--- config.mk ---
export PLATFORM = sky130hd
export DESIGN_NAME = usb_tx_bit_scheduler
export DESIGN_NICKNAME = d
export VERILOG_FILES = /design/src/rtl/usb_tx_bit_scheduler.sv
export SDC_FILE = /design/constraint.sdc
export NUM_CORES = 1
export LEC_CHECK = 0
export CORE_MARGIN = 5
export CORE_UTILIZATION = 30
export DETAILED_ROUTE_END_ITERATION = 12
export PLACE_DENSITY = 0.5
export REMOVE_ABC_BUFFERS = 1
export SLEW_MARGIN = 40
export SYNTH_ARGS = -nofsm -noshare
export SYNTH_HDL_FRONTEND = slang
export SYNTH_SLANG_ARGS = --single-unit
export TNS_END_PERCENT = 10
--- constraint.sdc ---
create_clock -name clk -period 2.8 [get_ports clk]
set_input_delay 0.28 -clock clk [delete_from_list [all_inputs] [get_ports clk]]
set_output_delay 0.28 -clock clk [all_outputs]
set_load 0.02 [all_outputs]
--- src/rtl/usb_tx_bit_scheduler.sv ---
// USB transmit bit scheduler: bit-period timing, sync/data/EOP sequencing,
// byte prefetch from the TX packet buffer and underrun abort.
module usb_tx_bit_scheduler #(
  parameter int unsigned CLKS_PER_BIT  = 8,
  parameter int unsigned PREFETCH_BITS = 2
) (
  input  logic       clk,
  input  logic       n_rst,
  input  logic       start,
  input  logic [6:0] byte_count,
  input  logic       stuff_stall,
  input  logic       byte_valid,
  output logic       byte_req,
  output logic       load_sync,
  output logic       load_byte,
  output logic       shift_strobe,
  output logic       eop_active,
  output logic       tx_done,
  output logic       busy,
  output logic       underrun_err
);

  localparam int unsigned CNT_W = (CLKS_PER_BIT > 1) ? $clog2(CLKS_PER_BIT) : 1;
  localparam logic [CNT_W-1:0] CNT_MAX = CNT_W'(CLKS_PER_BIT - 1);
  localparam logic [2:0] PF_BIT = 3'(8 - PREFETCH_BITS);
  localparam logic [2:0] EOP_LAST = 3'd2;

  typedef enum logic [2:0] {
    ST_IDLE  = 3'd0,
    ST_SYNC  = 3'd1,
    ST_DATA  = 3'd2,
    ST_EOP   = 3'd3,
    ST_ABORT = 3'd4
  } state_e;

  state_e           state_q, state_d;
  logic [CNT_W-1:0] clk_cnt_q, clk_cnt_d;
  logic [2:0]       bit_cnt_q, bit_cnt_d;
  logic [6:0]       bytes_left_q, bytes_left_d;
  logic             req_pend_q, req_pend_d;
  logic             byte_ready_q, byte_ready_d;
  logic             byte_req_q, byte_req_d;
  logic             load_sync_q, load_sync_d;
  logic             load_byte_q, load_byte_d;
  logic             shift_strobe_q, shift_strobe_d;
  logic             eop_active_q, eop_active_d;
  logic             tx_done_q, tx_done_d;
  logic             busy_q, busy_d;
  logic             underrun_q, underrun_d;
  logic [2:0]       bit_nxt;
  logic             have_byte;

  // Next-state, counters and registered strobes
  always_comb begin
    state_d        = state_q;
    bit_cnt_d      = bit_cnt_q;
    bytes_left_d   = bytes_left_q;
    req_pend_d     = req_pend_q;
    byte_ready_d   = byte_ready_q;
    underrun_d     = underrun_q;
    byte_req_d     = 1'b0;
    load_sync_d    = 1'b0;
    load_byte_d    = 1'b0;
    tx_done_d      = 1'b0;
    bit_nxt        = bit_cnt_q + 3'd1;
    have_byte      = byte_ready_q || (req_pend_q && byte_valid);
    if (state_q == ST_IDLE || clk_cnt_q == CNT_MAX) begin
      clk_cnt_d = '0;
    end else begin
      clk_cnt_d = clk_cnt_q + CNT_W'(1);
    end

    case (state_q)
      ST_IDLE: begin
        if (start) begin
          state_d      = ST_SYNC;
          load_sync_d  = 1'b1;
          bytes_left_d = byte_count;
          underrun_d   = 1'b0;
          bit_cnt_d    = 3'd0;
          req_pend_d   = 1'b0;
          byte_ready_d = 1'b0;
        end
      end

      ST_SYNC, ST_DATA: begin
        if (req_pend_q && byte_valid) begin
          byte_ready_d = 1'b1;
          req_pend_d   = 1'b0;
        end
        // A stalled strobe repeats the current bit position
        if (shift_strobe_q && !stuff_stall) begin
          if (bit_cnt_q == 3'd7) begin
            bit_cnt_d = 3'd0;
            if (bytes_left_q == 7'd0) begin
              state_d   = ST_EOP;
              clk_cnt_d = '0;
            end else if (have_byte) begin
              state_d      = ST_DATA;
              load_byte_d  = 1'b1;
              bytes_left_d = bytes_left_q - 7'd1;
              byte_ready_d = 1'b0;
              req_pend_d   = 1'b0;
            end else begin
              state_d    = ST_ABORT;
              underrun_d = 1'b1;
            end
          end else begin
            bit_cnt_d = bit_nxt;
            if (bit_nxt == PF_BIT && bytes_left_q != 7'd0 && !req_pend_q) begin
              byte_req_d = 1'b1;
              req_pend_d = 1'b1;
            end
          end
        end
      end

      ST_ABORT: begin
        state_d      = ST_EOP;
        clk_cnt_d    = '0;
        bit_cnt_d    = 3'd0;
        req_pend_d   = 1'b0;
        byte_ready_d = 1'b0;
      end

      ST_EOP: begin
        // bit_cnt counts the three EOP bit periods; stuffing does not apply
        if (shift_strobe_q) begin
          if (bit_cnt_q == EOP_LAST) begin
            state_d   = ST_IDLE;
            bit_cnt_d = 3'd0;
            tx_done_d = 1'b1;
          end else begin
            bit_cnt_d = bit_nxt;
          end
        end
      end

      default: begin
        state_d = ST_IDLE;
      end
    endcase

    shift_strobe_d = (state_d == ST_SYNC || state_d == ST_DATA || state_d == ST_EOP) &&
                     (clk_cnt_d == CNT_MAX);
    eop_active_d   = (state_d == ST_EOP);
    busy_d         = (state_d != ST_IDLE);
  end

  always_ff @(posedge clk) begin
    if (!n_rst) begin
      state_q        <= ST_IDLE;
      clk_cnt_q      <= '0;
      bit_cnt_q      <= 3'd0;
      bytes_left_q   <= 7'd0;
      req_pend_q     <= 1'b0;
      byte_ready_q   <= 1'b0;
      byte_req_q     <= 1'b0;
      load_sync_q    <= 1'b0;
      load_byte_q    <= 1'b0;
      shift_strobe_q <= 1'b0;
      eop_active_q   <= 1'b0;
      tx_done_q      <= 1'b0;
      busy_q         <= 1'b0;
      underrun_q     <= 1'b0;
    end else begin
      state_q        <= state_d;
      clk_cnt_q      <= clk_cnt_d;
      bit_cnt_q      <= bit_cnt_d;
      bytes_left_q   <= bytes_left_d;
      req_pend_q     <= req_pend_d;
      byte_ready_q   <= byte_ready_d;
      byte_req_q     <= byte_req_d;
      load_sync_q    <= load_sync_d;
      load_byte_q    <= load_byte_d;
      shift_strobe_q <= shift_strobe_d;
      eop_active_q   <= eop_active_d;
      tx_done_q      <= tx_done_d;
      busy_q         <= busy_d;
      underrun_q     <= underrun_d;
    end
  end

  assign byte_req     = byte_req_q;
  assign load_sync    = load_sync_q;
  assign load_byte    = load_byte_q;
  assign shift_strobe = shift_strobe_q;
  assign eop_active   = eop_active_q;
  assign tx_done      = tx_done_q;
  assign busy         = busy_q;
  assign underrun_err = underrun_q;

endmodule

== After elaboration in Yosys (flattened, before gate mapping) ==
Cells that the tools add are included.

* Muxes and demuxes: 48
* Equal/unequal tests: 19
* Bitwise logic cells: 4
* Add/subtract/negate cells: 3
* Reductions and logical operators: 27

{| class="wikitable"
|+ Operator list
! cell !! count
|-
| $mux W3 || 16
|-
| $mux W7 || 5
|-
| $pmux W3 S4 || 2
|-
| $mux W1 || 20
|-
| $eq A3 B2 Y1 const B || 5
|-
| $eq A3 B3 Y1 const B || 5
|-
| $ne A2 B2 Y1 const B || 7
|-
| $pmux W7 S2 || 1
|-
| $reduce_and A6 Y1 || 2
|-
| $logic_not A7 Y1 || 1
|-
| $reduce_bool A7 Y1 || 1
|-
| $sub A7 B1 Y7 const B || 1
|-
| $add A3 B1 Y3 const B || 2
|-
| $eq A3 B1 Y1 const B || 2
|-
| $pmux W1 S3 || 2
|-
| $pmux W3 S2 || 1
|-
| $reduce_bool A3 Y1 || 2
|-
| $logic_and A1 B1 Y1 || 5
|-
| $reduce_or A5 Y1 || 1
|-
| $logic_or A1 B1 Y1 || 4
|-
| $not A1 Y1 || 4
|-
| $reduce_and A2 Y1 || 2
|-
| $reduce_and A4 Y1 || 1
|-
| $reduce_bool A4 Y1 || 1
|-
| other kinds (7) || 8
|}

* Flip-flop bits (word level): 26

== Logic depth before layout (Yosys ltp) ==
Gate-level depths: netlist of run 1.

* Word-level depth: 11
* Gate-level depth with buffers: 8
* Mapped depth without buffers: 7

== Least setup slack after synthesis of run 1 ==
OpenSTA, ideal clock, no wires.

* Path type: register to register
* Start: register bit_cnt_q[0]
* End: register bytes_left_q[0]
* Arrival: 1.929 ns
* Cell stages (with the launch flop): 9
* Slack: 0.800 ns
* Period minus slack after synthesis: 2.000 ns
* Buffers on the path: 1
* Path through: dfxtp_1 ha_1 ha_1 inv_1 maj3_2 or3_1 buf_2 or3_1 a21oi_1

* Longest elaborated chain between the ends: 3

{| class="wikitable"
|+ Ends and longest elaborated chain
! element !! RTL line !! source
|-
| from (decl) || 38 || <nowiki>logic [2:0] bit_cnt_q, bit_cnt_d;</nowiki>
|-
| from (signal assigned) || 169 || <nowiki>bit_cnt_q <= bit_cnt_d;</nowiki>
|-
| $eq A3 B3 Y1 || 93 || <nowiki>if (bit_cnt_q == 3'd7) begin</nowiki>
|-
| $ne A2 B2 Y1 (no source line) || n/a ||
|-
| $reduce_and A6 Y1 (no source line) || n/a ||
|-
| to (signal assigned) || 170 || <nowiki>bytes_left_q <= bytes_left_d;</nowiki>
|-
| to (decl) || 39 || <nowiki>logic [6:0] bytes_left_q, bytes_left_d;</nowiki>
|}

No other way between the ends.
A chain may end at the register's enable or synchronous reset.

== Worst setup path in the final report of run 1 ==
* Start: register bit_cnt_q[1]
* End: register bytes_left_q[2]

Same word-level chain as after synthesis.

==> flow_summary.toml, run 1 <==
[status]
status = "completed"

[critical_path]
arrival_ns = 2.49
rrSetupSlack_ns = 0.45
crit_path_max_fanout = 9
required_ns = 2.94
end_kind = "flip-flop"
cp-start-kind = "flip-flop"
critical_path_class = "flip-flop to flip-flop"

[timing]
setup_viol = 0
max_freq_ghz = 0.426
skew_ns = 0.00142
period_needed_ns = 2.35
timing_hold_violations_final = 0
fin_ws_ns = 0.451
slew_headroom_pct = 52.9
fin_crit_sh_pct = 83.9
worst_pin_slew_ns = 0.706
rsz0062_at_grt = "false"
finalSetupTns_ns = 0
report.final.slew_viol_count = 0

[power_and_ir_drop]
power_density_nw_per_um2 = 434
p_clk_share_pct = 27.9
p_leak_nw = 0.677
combPwrFrac_pct = 19.7
intPower_mw = 0.548
p_switching_mw = 0.216
sequentialPowerShare_pct = 52.4
p_sw_share_pct = 28.3
peakVddDrop_mv = 0.173

[die]
die_w_um = 80.4
coreArea_um2 = 4750
dieArea_um2 = 6470
ioPinCount = 20
floorplan.initialDensity_pct = 31.3
rows = 25
die_h_um = 80.4

[drt]
firstDrtPassIters = 4
drt_wl_total_um = 3730
drt_iter0_markers = 90
avgRoutedWirePerCell_um = 14.5
vias = 1343
drc_errors = 0
drtAntennaViolNets = 0
vias_per_cell = 5.23

[place]
io_buffers = 19
dpl_cell_area_um2 = 1720
dp_slack_ns = 0.466
place_hpwl_um = 2780
routabilityCongestion = 0.885
dp.cells = 254

[clocking]
cts_setup_buffers = 0
path_clk_slew_ns = 0.09
cts_resized = 0
tritoncts.num_buffers = 3
ctsHtreeMaxLevel = 1
clk_latency_ns = 0.27
root_buffer = "clkbuf_8"
ctsHoldBuffers = 0
cts_tree = "built"
clock_sinks = 26
cts_max_path_buffers = 2

[finish]
nFillCells = 502
finalNetCount = 211
fin_util_pct = 37.0
fin_cells = 257
n_antenna_cell = 0
final_area_um2 = 1760
area_growth_pct = 18.3
drive_above_1_share_pct = 4.21

[yosys]
ys_warn_count = 0
synth_cell_types = 48
synth_edf_count = 0
synth_area_leaders = "dfxtp_1 35%, ha_1 5.9%, o21ai_0 3.7%"
avgSynthCellArea_um2 = 8.45
synth_area_um2 = 1490
ys.flop_type = "dfxtp_1"
synth_top_cell_by_area = "dfxtp_1"
syn_inst = 176
synth-seq-cells = 26
async_flop_share_pct = 0
synth_seq_area_share_pct = 35.0
synth_top_area_share_pct = 35.0

[grt]
grt.busiest_layer = "met2"
grt_util_met2_pct = 21.0
grt_use_met3_pct = 3.70
antenna_found_initial = 0
grt_first_pass_wirelength_um = 6490
grt.total_usage_pct = 12.7
grt_max_degree = 22
gr-usage-met1_pct = 16.3
grt_pass1_vias = 1396
gr-total-overflow = 0

[job]
drv_cap = 0

[worst_hold_path]
hold_class = "flip-flop to flip-flop"
## synth_stat cells, types with 2 or more instances
| library cell | count |
|---|---|
| a21boi_0 | 2 |
| a21o_1 | 2 |
| a21oi_1 | 10 |
| a221oi_1 | 2 |
| a31oi_1 | 2 |
| and2_1 | 7 |
| and3_1 | 3 |
| and3b_1 | 2 |
| buf_6 | 2 |
| clkbuf_1 | 6 |
| dfxtp_1 | 26 |
| ha_1 | 7 |
| inv_1 | 8 |
| mux2i_1 | 5 |
| nand2_1 | 14 |
| nand2b_1 | 2 |
| nand3_1 | 2 |
| nand3b_1 | 2 |
| nor2_1 | 13 |
| nor2b_1 | 5 |
| nor3_1 | 5 |
| nor3b_1 | 2 |
| o211a_1 | 2 |
| o21ai_0 | 11 |
| o22a_1 | 2 |
| o22ai_1 | 3 |
| o311ai_0 | 5 |
| o31ai_1 | 3 |
| or3_1 | 2 |
## power by group through the flow
stage / combinational (mW) / sequential, mW / clock (mW)
final: 0.151 / 0.400 / 0.213
after global routing: 0.170 / 0.403 / 0.235
after CTS: 0.151 / 0.400 / 0.223
after detailed placement: 0.151 / 0.409 / 0
after global placement: 0.149 / 0.408 / 0
after floorplan: 0.0923 / 0.408 / 0
## critical path, cell delays in order, from the launching register on
cell and delay, ns:
dfxtp_1 0.40, ha_1 0.17, ha_1 0.22, inv_1 0.07
maj3_2 0.29, or3_1 0.45, o311ai_0 0.49, o31ai_1 0.13
## routing by layer
layer  wire length (um)  part of all wire [%]  vias to the layer above
met4                 22                  0.59                        0
met3                219                   5.9                        2
met2               1770                    47                       36
met5                  0                     0                        -
li1                   -                     -                      676
met1               1720                    46                      629
## kinds of logic after synthesis
logic type,synth area share (%)
adder cells (fa/ha/maj),7.32
AND/OR/NAND/NOR,24.8
AO/OA/AOI/OAI,22.8
XOR/XNOR,0.589
buffers and inverters,5.38
flip-flops,35.0
multiplexers,4.12
## flip-flops by register name, indices dropped and copies added (netlist names)
| name | cells |
|---|---|
| byte_ready_q | 1 |
| eop_active | 1 |
| tx_done | 1 |
| busy | 1 |
| load_byte | 1 |
| req_pend_q | 1 |
| state_q | 3 |
| byte_req | 1 |
| load_sync | 1 |
| bytes_left_q | 7 |
| clk_cnt_q | 3 |
| underrun_err | 1 |
| shift_strobe | 1 |
| bit_cnt_q | 3 |
## cell usage in the layout (no fill, tap or decap), types with 3 or more instances in the layout
cell / netlist / layout
clkdlybuf4s50_1: 0 / 19
nor2_1: 13 / 13
o31ai_1: 3 / 3
ha_1: 7 / 7
inv_1: 8 / 8
nor3_1: 5 / 5
a21oi_1: 10 / 10
dfxtp_1: 26 / 26
nand2_1: 14 / 14
mux2i_1: 5 / 5
o22ai_1: 3 / 3
clkbuf_8: 0 / 3
o311ai_0: 5 / 5
o21ai_0: 11 / 11
and3_1: 3 / 3
nor2b_1: 5 / 5
and2_1: 7 / 7
## metrics by stage
stage / power, mW / hold WS [ns]
floorplan: 0.500 / 0.394
global placement: 0.557 / 0.426
detailed placement: 0.559 / 0.442
CTS: 0.774 / 0.457
global route: 0.809 / 0.487
finish: 0.764 / 0.453
## final cells by class
| cell class | count | area [um^2] | share of cell area [%] |
|---|---|---|---|
| multi-input cells | 133 | 887 | 50.4 |
| flip-flops and latches | 26 | 520 | 29.6 |
| repair buffers | 20 | 198 | 11.2 |
| well taps | 67 | 83.8 | 4.76 |
| clock buffers | 3 | 41.3 | 2.35 |
| inverters | 8 | 30.0 | 1.71 |
## final timing paths
path | from | to | cells after the start
worst max register to register | bit_cnt_q[1] | bytes_left_q[2] | 7
worst min-delay path | clk_cnt_q[0] | clk_cnt_q[0] | 1
worst max-delay path | bit_cnt_q[1] | bytes_left_q[2] | 7
worst min register to register | clk_cnt_q[0] | clk_cnt_q[0] | 1
No activity file was read; power rests on OpenSTA's default activity.
==> inputs of run 2 (changes only) <==
Settings changed: PLACE_DENSITY 0.5 to 0.52.
Clock period 2.8 ns to 2 ns, I/O delays scaled along.
==> flow_summary.toml, run 2 (synthesized netlist as in run 1, its figures left out) <==
[status]
status = "completed"

[clocking]
cts_tree = "built"
clock_sinks = 26
ctsHoldBuffers = 0
path_clk_slew_ns = 0.09
root_buffer = "clkbuf_8"
tritoncts.num_buffers = 3
cts_max_path_buffers = 2
clk_latency_ns = 0.27
ctsHtreeMaxLevel = 1

[critical_path]
critical_path_class = "flip-flop to flip-flop"
required_ns = 2.16
crit_path_max_fanout = 6
arrival_ns = 2.14
end_kind = "flip-flop"
cp-start-kind = "flip-flop"

[place]
routabilityCongestion = 0.808
place_hpwl_um = 2970
dpl_cell_area_um2 = 1850
io_buffers = 19

[power_and_ir_drop]
total_power_mw = 1.28
peakVddDrop_mv = 0.276
p_leak_nw = 0.815
power_density_nw_per_um2 = 623

[drt]
firstDrtPassIters = 4
drt_wl_total_um = 4080
drc_errors = 0
avgRoutedWirePerCell_um = 14.6
drtAntennaViolNets = 0
vias = 1423
vias_per_cell = 5.08
drt_iter0_markers = 73

[finish]
multi_input_area_um2 = 981
area_growth_pct = 38.3
top_register = "bytes_left_q"
final_common_cell = "dfxtp_1"
regArea_um2 = 524
n_antenna_cell = 0
final_area_um2 = 2060
finalNetCount = 233
final_cell_mix = "23 x dfxtp_1, 22 x buf_4, 19 x clkdlybuf4s50_1"
drive_above_1_share_pct = 21.6
largest_register_ffs = 7
nFillCells = 491

[timing]
max_freq_ghz = 0.507
finalSetupTns_ns = 0
worst_pin_slew_ns = 0.453
period_needed_ns = 1.97
setup_viol = 0
rsz0062_at_grt = "true"
report.final.slew_viol_count = 0
slew_headroom_pct = 69.8
skew_ns = 0.00370
fin_crit_sh_pct = 98.6
timing_hold_violations_final = 0

[grt]
antenna_found_initial = 0
grt_max_degree = 16
gr-total-overflow = 0
grt_pass1_vias = 1477
grt.total_usage_pct = 13.5
grt_first_pass_wirelength_um = 6850

[die]
dieArea_um2 = 6470
rows = 25
floorplan.initialDensity_pct = 31.3
ioPinCount = 20
coreArea_um2 = 4750
die_w_um = 80.4
die_h_um = 80.4

[job]
drv_cap = 0

[worst_hold_path]
hold_class = "flip-flop to flip-flop"
-- run 2: changes by cell type in the layout (fill, tap and decap cells not counted), sizes merged --
cell    delta
bufinv     +1
buf       +22
-- run 2: timing repair --
action	CTS	global route
setup buffers	4	0
gates cloned	0	0
resized for setup	20	8
endpoints found under the setup margin	7	16
pin swaps	7	2
-- run 2: final cells by class --
type                    instances  area share (%)
repair buffers                 42            17.8
clock buffers                   3            2.01
well taps                      67            4.08
inverters                       8            1.46
flip-flops and latches         26            25.5
multi-input cells             133            47.7
clock inverters                 1            1.46
-- run 2: worst paths after layout --
check,startpoint,end,slack (ns),cells past startpoint
worst min-delay path,clk_cnt_q[0],clk_cnt_q[0],0.45,1
worst max register to register,bit_cnt_q[0],bytes_left_q[5],0.03,8
worst max-delay path,bit_cnt_q[0],bytes_left_q[5],0.03,8
worst min register to register,clk_cnt_q[0],clk_cnt_q[0],0.45,1
-- run 2: metrics by stage --
stage | hold slack [ns] | instances | setup slack, ns | util (%)
after floorplan | 0.314 | 167 | 0.0232 | -
after global placement | 0.424 | 272 | -0.102 | 39.0
after detailed placement | 0.447 | 272 | -0.188 | 39.0
after CTS | 0.462 | 280 | 0.00684 | 42.8
after global routing | 0.502 | 280 | -0.0378 | 43.3
final | 0.454 | 280 | 0.0285 | 43.3
-- run 2: routing by layer --
layer | up-vias | GRT usage (%) | routed length [um]
met5 | - | 0 | 0
met4 | 0 | 2.87 | 25
met3 | 2 | 3.25 | 185
met2 | 32 | 23.2 | 2050
met1 | 668 | 17.1 | 1820
li1 | 721 | - | -
-- run 2: power breakdown --
group	internal, mW	total, mW	switching, mW
logic	0.137	0.276	0.139
clock network	0.268	0.443	0.175
registers	0.539	0.563	0.0240
-- run 2: critical path: stages, from the launching register on --
cell and delay [ns]:
dfxtp_2 0.37, ha_4 0.14, ha_4 0.12, inv_1 0.04
maj3_2 0.30, or3_4 0.38, buf_6 0.15, o311ai_2 0.26
o21ai_1 0.10
==> inputs of run 3 (changes only) <==
Settings changed: CORE_ASPECT_RATIO set to 0.9.
==> flow_summary.toml, run 3 (synthesized netlist as in run 1, its figures left out) <==
[die]
floorplan.initialDensity_pct = 30.8
die_h_um = 76.8
die_w_um = 84.2
rows = 24
dieArea_um2 = 6470
ioPinCount = 20
coreArea_um2 = 4830

[critical_path]
critical_path_class = "flip-flop to flip-flop"
crit_path_max_fanout = 5
r2r_start = "bit_cnt_q[1]"
worst_path_most_repeated_cell = "ha_4"
slowest_delay_ns = 0.42
required_ns = 2.16
reg2reg_depth = 7
cpMaxStageDelayCell = "or3_4"
arrival_ns = 2.11
crit_path_cell_trace = "ha_4 > ha_4 > inv_1 > maj3_2 > or3_4 > o311ai_1 > a21oi_2"
cp-start-kind = "flip-flop"
worstSetupStartpoint = "bit_cnt_q[1]"
end_kind = "flip-flop"

[clocking]
root_buffer = "clkbuf_8"
cts_tree = "built"
path_clk_slew_ns = 0.10
cts_max_path_buffers = 2
clock_sinks = 26
tritoncts.num_buffers = 3
ctsHtreeMaxLevel = 1
ctsHoldBuffers = 0
clk_latency_ns = 0.28

[finish]
final_cell_mix = "25 x buf_4, 24 x dfxtp_1, 19 x clkdlybuf4s50_1"
largest_register_ffs = 7
final_common_cell = "buf_4"
area_growth_pct = 41.5
drive_above_1_share_pct = 25.0
n_antenna_cell = 0
top_register = "bytes_left_q"
finalNetCount = 236
final_area_um2 = 2110

[timing]
report.final.slew_viol_count = 0
hold_slack_ns = 0.446
max_freq_ghz = 0.513
fin_crit_sh_pct = 97.5
timing_hold_violations_final = 0
rsz0062_at_grt = "true"
setup_viol = 0
worst_pin_slew_ns = 0.496
skew_ns = 0.00998
period_needed_ns = 1.95
slew_headroom_pct = 66.9

[drt]
drt_wl_total_um = 4130
vias_per_cell = 5.16
drt_iter0_markers = 127
firstDrtPassIters = 4
drtAntennaViolNets = 0
avgRoutedWirePerCell_um = 14.7
vias = 1449
drc_errors = 0

[grt]
grt_max_degree = 16
grt.total_usage_pct = 12.3
antenna_found_initial = 0
gr-total-overflow = 0
grt_pass1_vias = 1298
grt_first_pass_wirelength_um = 6500

[place]
dpl_cell_area_um2 = 1880
routabilityCongestion = 0.825
place_hpwl_um = 2960
io_buffers = 19

[power_and_ir_drop]
peakVddDrop_mv = 0.337
power_density_nw_per_um2 = 613
p_leak_nw = 0.838

[worst_hold_path]
min-delay-start = "clk_cnt_q[0]"
hold_class = "flip-flop to flip-flop"
hold_depth = 1

[job]
drv_cap = 0

[status]
status = "completed"
-- run 3: cell count changes in the layout (fill, tap and decap cells not counted), moves of 2 or more --
cell	previous run	this run
buf_4	22	25
or3_4	1	3
o311ai_0	2	0
o311ai_2	1	3
-- run 3: what timing repair did --
| item | CTS | global route |
|---|---|---|
| buffers inserted | 1 | 1 |
| pin swaps | 2 | 7 |
| gates resized for setup | 7 | 25 |
| gates cloned | 0 | 1 |
| endpoints found under the setup margin | 11 | 15 |
-- run 3: worst paths after layout --
kind              slack, ns               to
setup / recovery       0.05  bytes_left_q[0]
hold / removal         0.45     clk_cnt_q[0]
setup reg to reg       0.05  bytes_left_q[0]
hold reg to reg        0.45     clk_cnt_q[0]
-- run 3: stage by stage --
stage	util (%)	setup TNS (ns)	power (mW)	std cells	setup WS [ns]
floorplan	-	0	0.700	167	0.0232
global placement	38.9	-0.609	0.820	274	-0.0892
detailed placement	38.9	-0.913	0.818	274	-0.159
CTS	41.0	-0.0983	1.28	279	-0.0246
global route	43.6	-0.0822	1.36	281	-0.0295
finish	43.6	0	1.29	281	0.0499
-- run 3: final cells by class --
cell class,instances,area [um^2]
Sequential cell,26,523
Tap cell,65,81.3
Clock buffer,3,41.3
Fill cell,498,2730
Multi-Input combinational cell,134,1020
Inverter,8,30.0
Timing Repair Buffer,44,378
Clock inverter,1,30.0
-- run 3: layer usage --
layer	vias to the layer above	global-route usage, %	wire length, um
li1	731	-	-
met1	684	18.3	1980
met2	30	17.8	1930
met3	4	3.22	178
met4	0	2.41	48
met5	-	0	0
-- run 3: worst max-delay path: cells and delay by family (launching register included) --
family	cells	cell delay, ns
flops	1	0.37
compound gates	2	0.43
buf+inv	1	0.04
fa+ha+maj	3	0.57
simple gates	1	0.42
-- run 3: where the power goes --
group          switching [mW]  internal [mW]  total [mW]
Sequential             0.0217          0.539       0.560
Combinational           0.144          0.141       0.284
Clock                   0.179          0.268       0.447
Total                   0.344          0.947        1.29
